===== src/rtl/tdm_pkg.sv =====
// Shared definitions for the 8:1 TDM select path.
// Both the mux-side slot generator and this demux use these lane and slot-width defaults.
package tdm_pkg;

  localparam int TDM_LANES = 8;
  localparam int TDM_SEL_W = $clog2(TDM_LANES);

  typedef enum logic {
    HUNT = 1'b0,
    LOCK = 1'b1
  } tdm_state_t;

endpackage


===== src/rtl/tdm_slot_counter.sv =====
// Modulo-LANES slot counter. load0 takes priority over inc and forces the next value to 1.
// Latency: 1 cycle from inc/load0 to cnt. It never stalls, and it holds its value when idle.
module tdm_slot_counter
  import tdm_pkg::*;
#(
  parameter int LANES = TDM_LANES,
  parameter int SEL_W = TDM_SEL_W
) (
  input  logic             clk,
  input  logic             rst_n,
  input  logic             inc,
  input  logic             load0,
  output logic [SEL_W-1:0] cnt,
  output logic             wrap
);

  logic [SEL_W-1:0] cnt_q;
  logic [SEL_W-1:0] cnt_d;

  assign wrap = (cnt_q == SEL_W'(LANES - 1));
  assign cnt  = cnt_q;

  // load0 means the current bit was slot 0, so the next bit goes to slot 1.
  always_comb begin
    cnt_d = cnt_q;
    if (load0) begin
      cnt_d = SEL_W'(1);
    end else if (inc) begin
      cnt_d = wrap ? '0 : cnt_q + SEL_W'(1);
    end
  end

  always_ff @(posedge clk or negedge rst_n) begin
    if (!rst_n) begin
      cnt_q <= '0;
    end else begin
      cnt_q <= cnt_d;
    end
  end

endmodule


===== src/rtl/tdm_demux.sv =====
// TDM receive demux: it steers serial bits into lanes, locks on a slot-0 sync marker, and strobes each full frame.
// All outputs are registered with 1-cycle latency. There is no backpressure; din_valid low simply holds all state.
module tdm_demux
  import tdm_pkg::*;
#(
  parameter int LANES = TDM_LANES,
  parameter int SEL_W = TDM_SEL_W
) (
  input  logic             clk,
  input  logic             rst_n,
  input  logic             din,
  input  logic             din_valid,
  input  logic             frame_sync,
  output logic [LANES-1:0] y,
  output logic [LANES-1:0] frame,
  output logic             frame_valid,
  output logic [SEL_W-1:0] slot,
  output logic             locked,
  output logic             sync_err
);

  tdm_state_t       state_q, state_d;
  logic [LANES-1:0] y_q, y_d;
  logic [LANES-2:0] shadow_q, shadow_d;
  logic [LANES-1:0] frame_q, frame_d;
  logic             fv_q, fv_d;
  logic             err_q, err_d;

  logic             inc, load0, wrap;
  logic             wr_en, early_sync, frame_done;
  logic [SEL_W-1:0] slot_cnt;
  logic [SEL_W-1:0] wr_idx;

  tdm_slot_counter #(
    .LANES (LANES),
    .SEL_W (SEL_W)
  ) u_slot (
    .clk   (clk),
    .rst_n (rst_n),
    .inc   (inc),
    .load0 (load0),
    .cnt   (slot_cnt),
    .wrap  (wrap)
  );

  always_comb begin
    state_d    = state_q;
    inc        = 1'b0;
    load0      = 1'b0;
    wr_en      = 1'b0;
    early_sync = 1'b0;
    frame_done = 1'b0;
    fv_d       = 1'b0;
    err_d      = 1'b0;
    case (state_q)
      HUNT: begin
        if (din_valid && frame_sync) begin
          load0   = 1'b1;
          wr_en   = 1'b1;
          state_d = LOCK;
        end
      end
      LOCK: begin
        if (din_valid) begin
          wr_en = 1'b1;
          // An early sync re-aligns and discards the partial frame. This beats end-of-frame.
          if (frame_sync && (slot_cnt != '0)) begin
            early_sync = 1'b1;
            load0      = 1'b1;
            err_d      = 1'b1;
          end else begin
            inc        = 1'b1;
            frame_done = wrap;
            fv_d       = wrap;
          end
        end
      end
      default: state_d = HUNT;
    endcase
  end

  assign wr_idx = ((state_q == HUNT) || early_sync) ? '0 : slot_cnt;

  // The shadow holds slots 0..LANES-2. The final bit goes straight into frame.
  always_comb begin
    y_d      = y_q;
    shadow_d = shadow_q;
    frame_d  = frame_q;
    for (int k = 0; k < LANES; k++) begin
      if (wr_en && (wr_idx == SEL_W'(k))) begin
        y_d[k] = din;
      end
    end
    for (int k = 0; k < LANES - 1; k++) begin
      if (wr_en && (wr_idx == SEL_W'(k))) begin
        shadow_d[k] = din;
      end
    end
    if (frame_done) begin
      frame_d = {din, shadow_q};
    end
  end

  always_ff @(posedge clk or negedge rst_n) begin
    if (!rst_n) begin
      state_q  <= HUNT;
      y_q      <= '0;
      shadow_q <= '0;
      frame_q  <= '0;
      fv_q     <= 1'b0;
      err_q    <= 1'b0;
    end else begin
      state_q  <= state_d;
      y_q      <= y_d;
      shadow_q <= shadow_d;
      frame_q  <= frame_d;
      fv_q     <= fv_d;
      err_q    <= err_d;
    end
  end

  assign y           = y_q;
  assign frame       = frame_q;
  assign frame_valid = fv_q;
  assign slot        = slot_cnt;
  assign locked      = (state_q == LOCK);
  assign sync_err    = err_q;

endmodule


===== config.mk =====
export PLATFORM = sky130hd
export DESIGN_NAME = tdm_demux
export DESIGN_NICKNAME = d
export VERILOG_FILES = /design/src/rtl/tdm_pkg.sv /design/src/rtl/tdm_slot_counter.sv /design/src/rtl/tdm_demux.sv
export SDC_FILE = /design/constraint.sdc
export NUM_CORES = 1
export LEC_CHECK = 0
export CAP_MARGIN = 10
export CORE_MARGIN = 5
export CORE_UTILIZATION = 49
export DETAILED_ROUTE_END_ITERATION = 7
export PLACE_DENSITY = 0.79
export SETUP_SLACK_MARGIN = 0.02
export SLEW_MARGIN = 20
export SYNTH_ARGS = -nofsm -noshare
export SYNTH_HDL_FRONTEND = slang
export SYNTH_SLANG_ARGS = --single-unit
export TNS_END_PERCENT = 20

===== constraint.sdc =====
create_clock -name clk -period 4.7 [get_ports clk]
set_input_delay 0.94 -clock clk [delete_from_list [all_inputs] [get_ports clk]]
set_output_delay 0.94 -clock clk [all_outputs]
set_load 0.01 [all_outputs]

==> reports/summary.txt <==
maximum fanout count along the critical path = 9
fin cells = 129
io pins = 27
crit path time final = 2310 ps
CP arrival = 1370 ps
delay of the slowest cell on the worst path = 590 ps
warning count from the yosys run = 0
number of flip-flops and latches in the synthesized netlist = 22
placed cell count = 126
final weighted congestion of routability-driven global placement = 0.903
floorplan die area = 0.00299 mm2
HPWL after DPL = 1460 um
relative slew slack = 0.358
number of max-cap violations = 0
post-detailed-route DRC marker count = 0
final number of setup-violating endpoints = 0
kind of cell adding the most delay to the critical path = buffers and inverters
pre-CTS setup slack = 2260 ps
layout-stage area growth over the synthesis result = 30.8%
areal power density over the cells = 550 mW/mm2
status = completed
# resized after CTS = 0
fin crit share = 0.492
slowest library cell on the worst path = sky130_fd_sc_hd__clkdlybuf4s50_1
post-CTS setup buffer count = 0
reg2reg path depth = 6
global-route total usage across every layer = 0.149
core area = 0.00194 mm2
detailed-routing iteration count for the pre-antenna-repair pass = 4
floorplan row count = 16
commonest non-fill, non-tap cell in the layout = sky130_fd_sc_hd__clkdlybuf4s50_1
CTS tree = built
Vias/cell = 5.19
detailed-route wire length = 1960 um
setup total negative slack = 0 ps
global-route wire length before repair = 3130 um
first-iteration detailed-routing DRC count = 7
transition time at the pin with the least slew margin = 960 ps
cells along the critical path = clkdlybuf4s50_1
Seq/Total Area, Yosys = 0.563
Max IR drop VDD = 0.339 mV
clock transition at the registers of the reported paths = 110 ps
combined buffer and inverter count along the critical path = 1
clock insertion delay at the later pin of the skew report = 290 ps
Slew Viols, Final = 0
total gr overflow = 0
Crit. End Element = output port
share of the core filled with cells in the final layout = 0.659
standby leakage power = 0.564 nW
average instance area after synthesis = 13.2 um2
Via Count = 669
via count of the first global-routing pass = 654
maximum clock rate = 0.433 GHz
starting utilization of the core area = 0.504
antenna violations before repair = 0
unrepaired setup endpoints after global routing = no
number of buffers on the longest clock path = 2
ANT cells = 0
fraction of final layout cells sized beyond drive strength 1 = 0.157
worst-case setup margin in the final layout = 2390 ps
cell depth of the worst hold path = 1
relative contribution of combinational cells to total power = 0.446
clock root buffer master = sky130_fd_sc_hd__clkbuf_4
largest net degree at the start of global routing = 23
critical path depth in cells = 1
Internal Power = 469 uW
Post-Synthesis Net Count = 82
die height = 54.7 um
# hold bufs at CTS = 0
leading cell types in the layout, fill and taps excluded = 26 x sky130_fd_sc_hd__clkdlybuf4s50_1, 22 x sky130_fd_sc_hd__dfrtp_1, 10 x sky130_fd_sc_hd__o21ai_0
Critical Path Start Type = register
Sinks on Clock Net = 22
Switch Pwr = 235 uW
share of power burned in the clock network = 0.114
wire per inst = 15.2 um
clock buffer count from CTS = 3
net total in the final layout = 112
combined area of all synthesized cells = 978 um2
cell count after synthesis = 74
number of nets with antenna violations after detailed routing = 0
final hold viol count = 0
Setup Skew = 5.18 ps
class of the worst hold path = reg -> reg
worst setup path category = reg -> out
Sequential Power Share = 0.440
buffers added on ports = 26
distinct cell type count of the synthesized netlist = 20
worst endpoint required time = 3760 ps
Die Wd = 54.7 um
number of H-tree levels = 1
overall power consumption = 704 uW
switching fraction of total power = 0.333
-- logic make-up (layout without fill, tap and decap cells) --
logic type,count (synthesis),in the layout,share of synthesized area
compound gates,24,24,0.162
fa+ha+maj,3,3,0.0384
buf+inv,6,34,0.0345
flops,22,22,0.563
mux,10,10,0.146
simple gates,9,9,0.0563
-- state kept, by name (all words and copies together) (netlist names) --
register,cells
y,8
sync_err,1
u_slot.cnt,3
locked,1
frame,8
frame_valid,1
-- per-stage QoR --
step | area (um2) | hold slack [ps]
after detailed placement | 1260 | 501
after floorplan | 978 | 549
final | 1280 | 527
after global routing | 1280 | 546
after CTS | 1280 | 533
after global placement | 1260 | 494
-- final cells by class --
class | count | area, um2
Clock buffer | 3 | 22.5
Fill cell | 153 | 662
Inverter | 5 | 18.8
Multi-Input combinational cell | 46 | 394
Sequential cell | 22 | 551
Tap cell | 27 | 33.8
Timing Repair Buffer | 26 | 260
-- synthesized netlist by cell type --
cell | count | area (um2)
sky130_fd_sc_hd__dfrtp_1 | 22 | 551
sky130_fd_sc_hd__o21ai_0 | 10 | 50.1
sky130_fd_sc_hd__mux2_4 | 8 | 120
sky130_fd_sc_hd__o31ai_1 | 7 | 52.6
sky130_fd_sc_hd__inv_1 | 5 | 18.8
sky130_fd_sc_hd__nand2_1 | 4 | 15.0
sky130_fd_sc_hd__ha_1 | 3 | 37.5
sky130_fd_sc_hd__a22o_1 | 2 | 17.5
sky130_fd_sc_hd__mux2_2 | 2 | 22.5
sky130_fd_sc_hd__a211o_1 | 1 | 8.76
sky130_fd_sc_hd__a21o_1 | 1 | 7.51
sky130_fd_sc_hd__a21oi_1 | 1 | 5.00
sky130_fd_sc_hd__a32oi_1 | 1 | 8.76
sky130_fd_sc_hd__and2b_1 | 1 | 7.51
sky130_fd_sc_hd__and2b_2 | 1 | 8.76
sky130_fd_sc_hd__and4_4 | 1 | 11.3
sky130_fd_sc_hd__buf_8 | 1 | 15.0
sky130_fd_sc_hd__nand4b_1 | 1 | 8.76
sky130_fd_sc_hd__nor2_1 | 1 | 3.75
sky130_fd_sc_hd__o21ai_2 | 1 | 8.76
-- worst reg2reg max path, cell delays in order, from the launching register on --
cell	delay [ps]
sky130_fd_sc_hd__dfrtp_1	480
sky130_fd_sc_hd__inv_1	130
sky130_fd_sc_hd__ha_1	160
sky130_fd_sc_hd__inv_1	60
sky130_fd_sc_hd__o21ai_2	200
sky130_fd_sc_hd__and4_4	380
sky130_fd_sc_hd__mux2_4	330
-- final timing paths --
check	start	end	slack (ps)
max in group asynchronous	rst_n	y[6]	2950
min in group asynchronous	rst_n	frame_valid	1170
worst max-delay path	locked	locked	2390
worst min register to register	frame[4]	frame[4]	530
worst max register to register	u_slot.cnt[0]	frame[6]	2860
worst min-delay path	frame[4]	frame[4]	530
-- power by group through the flow --
stage / Sequential (mW) / Clock (mW) / Combinational, mW
3_5_place_dp: 0.314 / 0 / 0.317
2_1_floorplan: 0.334 / 0 / 0.124
6_report: 0.310 / 0.0805 / 0.314
4_1_cts: 0.311 / 0.0821 / 0.319
5_1_grt: 0.319 / 0.0915 / 0.342
3_3_place_gp: 0.310 / 0 / 0.307
-- per-layer routing --
| layer | vias to the layer above | wire (um) | global-route usage |
|---|---|---|---|
| met5 | - | 0 | 0 |
| met4 | 0 | 7 | 0.0498 |
| met3 | 2 | 93 | 0.0245 |
| met2 | 18 | 908 | 0.238 |
| met1 | 317 | 949 | 0.204 |
| li1 | 332 | - | - |
Power figures use the tool's default switching activity.
